**src/rtl/dmem_lsu.sv**
```systemverilog
// Load/store unit that sits between the core memory stage and a word-only DMEM.
// It handles one request at a time and uses read-modify-write for byte and half stores.
module dmem_lsu #(
    parameter int ADDR_W = 32
) (
    input  logic              clk,
    input  logic              rst,
    input  logic              i_req_valid,
    output logic              o_req_ready,
    input  logic              i_req_we,
    input  logic [1:0]        i_req_size,
    input  logic              i_req_unsigned,
    input  logic [ADDR_W-1:0] i_req_addr,
    input  logic [31:0]       i_req_wdata,
    output logic              o_resp_valid,
    output logic [31:0]       o_resp_rdata,
    output logic              o_resp_err,
    output logic [ADDR_W-1:0] o_mem_addr,
    output logic [31:0]       o_mem_wdata,
    output logic              o_mem_we,
    input  logic [31:0]       i_mem_rdata
);

    typedef enum logic [2:0] {IDLE, RD, RDATA, WR, RESP} state_t;

    state_t      r_state;
    logic        r_we;
    logic [1:0]  r_size;
    logic        r_unsigned;
    logic [1:0]  r_off;
    logic [15:0] r_wdata;

    logic        w_accept;
    logic        w_bad;

    // Replace one byte or half lane of the word read back from DMEM.
    function automatic logic [31:0] merge_lane(input logic [31:0] word, input logic [15:0] data,
                                               input logic [1:0] size, input logic [1:0] off);
        logic [31:0] res;
        res = word;
        if (size == 2'b00)
            res[{off, 3'b000} +: 8] = data[7:0];
        else
            res[{off[1], 4'b0000} +: 16] = data[15:0];
        return res;
    endfunction

    // Select the addressed lane and sign- or zero-extend it.
    function automatic logic [31:0] extract_lane(input logic [31:0] word, input logic [1:0] size,
                                                 input logic [1:0] off, input logic uns);
        logic [7:0]  b;
        logic [15:0] h;
        logic [31:0] res;
        b = word[{off, 3'b000} +: 8];
        h = word[{off[1], 4'b0000} +: 16];
        case (size)
            2'b00:   res = uns ? {24'd0, b} : {{24{b[7]}}, b};
            2'b01:   res = uns ? {16'd0, h} : {{16{h[15]}}, h};
            default: res = word;
        endcase
        return res;
    endfunction

    assign o_req_ready = (r_state == IDLE);
    assign w_accept    = i_req_valid && o_req_ready;
    assign w_bad       = (i_req_size == 2'b11) ||
                         (i_req_size == 2'b01 && i_req_addr[0]) ||
                         (i_req_size == 2'b10 && i_req_addr[1:0] != 2'b00);

    // Request fields are captured once at accept, so later changes on req_* cannot disturb the op.
    always_ff @(posedge clk) begin
        if (w_accept) begin
            r_we       <= i_req_we;
            r_size     <= i_req_size;
            r_unsigned <= i_req_unsigned;
            r_off      <= i_req_addr[1:0];
            r_wdata    <= i_req_wdata[15:0];
        end
    end

    always_ff @(posedge clk or posedge rst) begin
        if (rst) begin
            r_state      <= IDLE;
            o_resp_valid <= 1'b0;
            o_resp_err   <= 1'b0;
            o_resp_rdata <= 32'd0;
            o_mem_we     <= 1'b0;
            o_mem_addr   <= '0;
            o_mem_wdata  <= 32'd0;
        end else begin
            case (r_state)
                IDLE: begin
                    if (w_accept) begin
                        if (w_bad) begin
                            o_resp_valid <= 1'b1;
                            o_resp_err   <= 1'b1;
                            o_resp_rdata <= 32'd0;
                            r_state      <= RESP;
                        end else begin
                            o_mem_addr <= {i_req_addr[ADDR_W-1:2], 2'b00};
                            if (i_req_we && i_req_size == 2'b10) begin
                                o_mem_wdata <= i_req_wdata;
                                o_mem_we    <= 1'b1;
                                r_state     <= WR;
                            end else begin
                                r_state <= RD;
                            end
                        end
                    end
                end
                RD: r_state <= RDATA;
                RDATA: begin
                    if (r_we) begin
                        o_mem_wdata <= merge_lane(i_mem_rdata, r_wdata, r_size, r_off);
                        o_mem_we    <= 1'b1;
                        r_state     <= WR;
                    end else begin
                        o_resp_rdata <= extract_lane(i_mem_rdata, r_size, r_off, r_unsigned);
                        o_resp_err   <= 1'b0;
                        o_resp_valid <= 1'b1;
                        r_state      <= RESP;
                    end
                end
                WR: begin
                    o_mem_we     <= 1'b0;
                    o_resp_rdata <= 32'd0;
                    o_resp_err   <= 1'b0;
                    o_resp_valid <= 1'b1;
                    r_state      <= RESP;
                end
                RESP: begin
                    o_resp_valid <= 1'b0;
                    r_state      <= IDLE;
                end
                default: r_state <= IDLE;
            endcase
        end
    end

endmodule

```
**config.mk**
```make
export PLATFORM = sky130hd
export DESIGN_NAME = dmem_lsu
export DESIGN_NICKNAME = d
export VERILOG_FILES = /design/src/rtl/dmem_lsu.sv
export SDC_FILE = /design/constraint.sdc
export NUM_CORES = 1
export LEC_CHECK = 0
export BUFFER_PORTS_ARGS = -buffer_cell sky130_fd_sc_hd__buf_2
export CELL_PAD_IN_SITES_DETAIL_PLACEMENT = 1
export CELL_PAD_IN_SITES_GLOBAL_PLACEMENT = 2
export CORE_MARGIN = 3
export CORE_UTILIZATION = 30
export DETAILED_ROUTE_END_ITERATION = 8
export PLACE_DENSITY = 0.75
export SETUP_SLACK_MARGIN = 0.02
export SYNTH_ARGS = -nofsm -noshare
export SYNTH_HDL_FRONTEND = slang
export SYNTH_SLANG_ARGS = --single-unit
```
**constraint.sdc**
```tcl
create_clock -name clk -period 6.6 [get_ports clk]
set_input_delay 0.33 -clock clk [delete_from_list [all_inputs] [get_ports clk]]
set_output_delay 0.33 -clock clk [all_outputs]
set_load 0.05 [all_outputs]
```
==> flow_summary.yaml <==
logic_synthesis:
  ys_warn_count: 0
  synth_top_area_share: 0.3894
  syn-cell-area_sq_um: 6426
  async_flop_share: 0.8197
  avgSynthCellArea_sq_um: 11.48
  synth_cell_types: 49
  synth.largest_area_cell: "dfrtp_1"
  synthTopCellsByArea: "dfrtp_1, mux2_2, edfxtp_1"
  yosysSeqAreaShare: 0.4922
  synth_edf_count: 22
  synth_seq_cells: 122
  ys.flop_type: "dfrtp_1"
  synthCells: 560
pwr:
  internal_power_mw: 2.422
  switching_power_mw: 2.333
  leakagePower_nw: 3.814
  p_per_area_nw_per_um2: 577.3
  swShare: 0.4906
  clkPwrFrac: 0.206
  comb_power_share: 0.503
  ir_drop_mv: 0.3109
  p_seq_frac: 0.290
die:
  rows: 52
  die_area_sq_um: 23210
  start_util: 0.3116
  dieHeight_microns: 152.4
  coreArea_sq_um: 20620
  fp.dieW_microns: 152.4
  num_io_pins: 203
global_route:
  grtUsageTotal: 0.1921
  use_met2: 0.3118
  use_met1: 0.2457
  busiest_layer: "met2"
  grtUsageMet3: 0.07043
  grt_max_degree: 71
  antenna_found_initial: 3
  grt_pass1_vias: 5933
  grt_pass1_wl_microns: 35130
  grt-ovfl-total: 0
timing:
  tns_ns: 0
  finalSetupViolCount: 0
  fin_crit_ns: 2.951
  timing.slew.headroom: 0.1917
  skew_ns: 0.007363
  finalMaxSlewViolations: 0
  rsz0062_at_grt: "false"
  fmax_mhz: 338.9
  finalCritPeriodShare: 0.4471
  tightest_slew_ns: 1.212
  hold_ws_ns: 0.09703
  hold_viol: 0
worst_setup_path:
  setup.worst_path.class: "reg -> reg"
  required_ns: 6.96
  worst_ep_arrival_time_ns: 3.31
  cp-start-kind: "flip-flop"
  end_kind: "flip-flop"
  worstPathMaxFanout: 35
routing:
  vias_per_cell: 5.324
  drt-total-wl_microns: 22520
  ant_nets: 0
  route.vias.total: 5452
  drt-initial-drc-count: 243
  drc_errors: 0
  wl_per_cell_microns: 21.99
  firstDrtPassIters: 4
clocking:
  clockRootBuffer: "clkbuf_16"
  insertion_delay_ns: 0.43
  cts_made_buffers: 17
  cts_resized: 0
  cts_hold_buffers: 1
  post_cts_buffers: 0
  clkSinkCount: 122
  clk_pin_slew_worst_paths_ns: 0.06
  cts_tree: "yes"
  clockBufferDepth: 2
  cts_max_level: 4
run:
  drv_cap: 0
place:
  place_area_sq_um: 7611
  port_buffers: 200
  place_congestion: 0.8362
  hpwl_microns: 16940
cells_and_area:
  n_antenna_cell: 0
  nFillCells: 2296
  area_growth_pct: 28.17
  layout_commonest_cell: "buf_2"
  nets: 849
  mostFrequentLayoutCells: "buf_2, dfrtp_1, mux2_2"
  multi_input_area_sq_um: 2915
  seqCellArea_sq_um: 3163
  drive_above_1_share: 0.4615
  finalInstanceArea_sq_um: 8237
outcome:
  outcome: "complete, no violations"
worst_hold_path:
  worstHoldPathType: "in -> reg"
## worst max-delay path: stages (launching register included)
cell,delay [ns]
dfrtp_1,1.14
or3b_1,0.63
nor2_8,0.28
o2111a_1,0.61
a221o_1,0.20
## stage by stage
| stage | utilization | std cells | power [mW] | setup WS (ns) |
|---|---|---|---|---|
| after floorplan | - | 561 | 3.156 | 3.651 |
| after global placement | 0.3690 | 991 | 3.732 | 3.853 |
| after detailed placement | 0.3690 | 991 | 3.792 | 3.659 |
| after CTS | 0.3994 | 1024 | 4.801 | 3.667 |
| after global routing | 0.3994 | 1024 | 5.000 | 3.436 |
| final | 0.3994 | 1024 | 4.755 | 3.649 |
## cells in the mapped netlist, types with 8 or more instances
library cell / count
o22ai_1: 24
edfxtp_1: 22
a221oi_1: 32
nand2_1: 14
a221o_1: 16
mux2_2: 99
o2bb2ai_1: 13
clkbuf_1: 24
a21oi_1: 14
dfrtp_1: 100
nand2b_1: 12
nor3b_1: 10
inv_1: 37
o21ai_0: 55
mux2i_1: 8
## layout make-up
cell class | count | area share
Tap cell | 270 | 0.04101
Inverter | 37 | 0.01717
Sequential cell | 122 | 0.3840
Multi-Input combinational cell | 355 | 0.3539
Timing Repair Buffer | 208 | 0.1291
Clock inverter | 13 | 0.01975
Clock buffer | 19 | 0.05499
## logic make-up (layout without fill, tap and decap cells)
group,Yosys count,in the layout,share of synthesized area
DFF,122,122,0.4922
muxes,108,108,0.1894
and+or+nand+nor,70,70,0.06717
other,1,2,0.0005836
buffers and inverters,84,277,0.05705
AOI/OAI and AO/OA,170,170,0.1838
adders and majority gates,5,5,0.009735
## worst paths after layout
kind	endpoint	startpoint	slack, ns	cells after the start
max in group asynchronous	o_resp_rdata[4]	rst	4.83	4
min in group asynchronous	o_mem_addr[16]	rst	0.44	3
hold reg to reg	o_resp_err	o_resp_err	0.49	1
setup / recovery	o_resp_rdata[21]	r_state[1]	3.65	4
setup reg to reg	o_resp_rdata[21]	r_state[1]	3.65	4
hold / removal	r_wdata[0]	i_req_wdata[0]	0.1	1
## metal layers
metal  vias to the layer above  share of wire  wire [microns]
met5                         -         0.0013              29
met4                         6          0.011             256
met3                        22          0.078            1750
met2                       212           0.47           10650
met1                      2734           0.44            9835
li1                       2478              -               -
## sequential cells by signal, summed over array words and instances (netlist names)
signal and cells:
r_unsigned 1, r_size 2, r_we 1, o_mem_wdata 32, r_wdata 16, o_resp_valid 1
o_mem_we 1, o_resp_err 1, r_state 3, o_mem_addr 30, r_off 2, o_resp_rdata 32
## power by group through the flow
stage	registers [mW]	logic, mW	clock network [mW]
3_3_place_gp	1.37	2.36	0
6_report	1.38	2.39	0.982
2_1_floorplan	2.32	0.838	0
3_5_place_dp	1.39	2.40	0
5_1_grt	1.43	2.53	1.04
4_1_cts	1.38	2.41	1.01
Note: power is estimated with default switching activity, not from simulation.
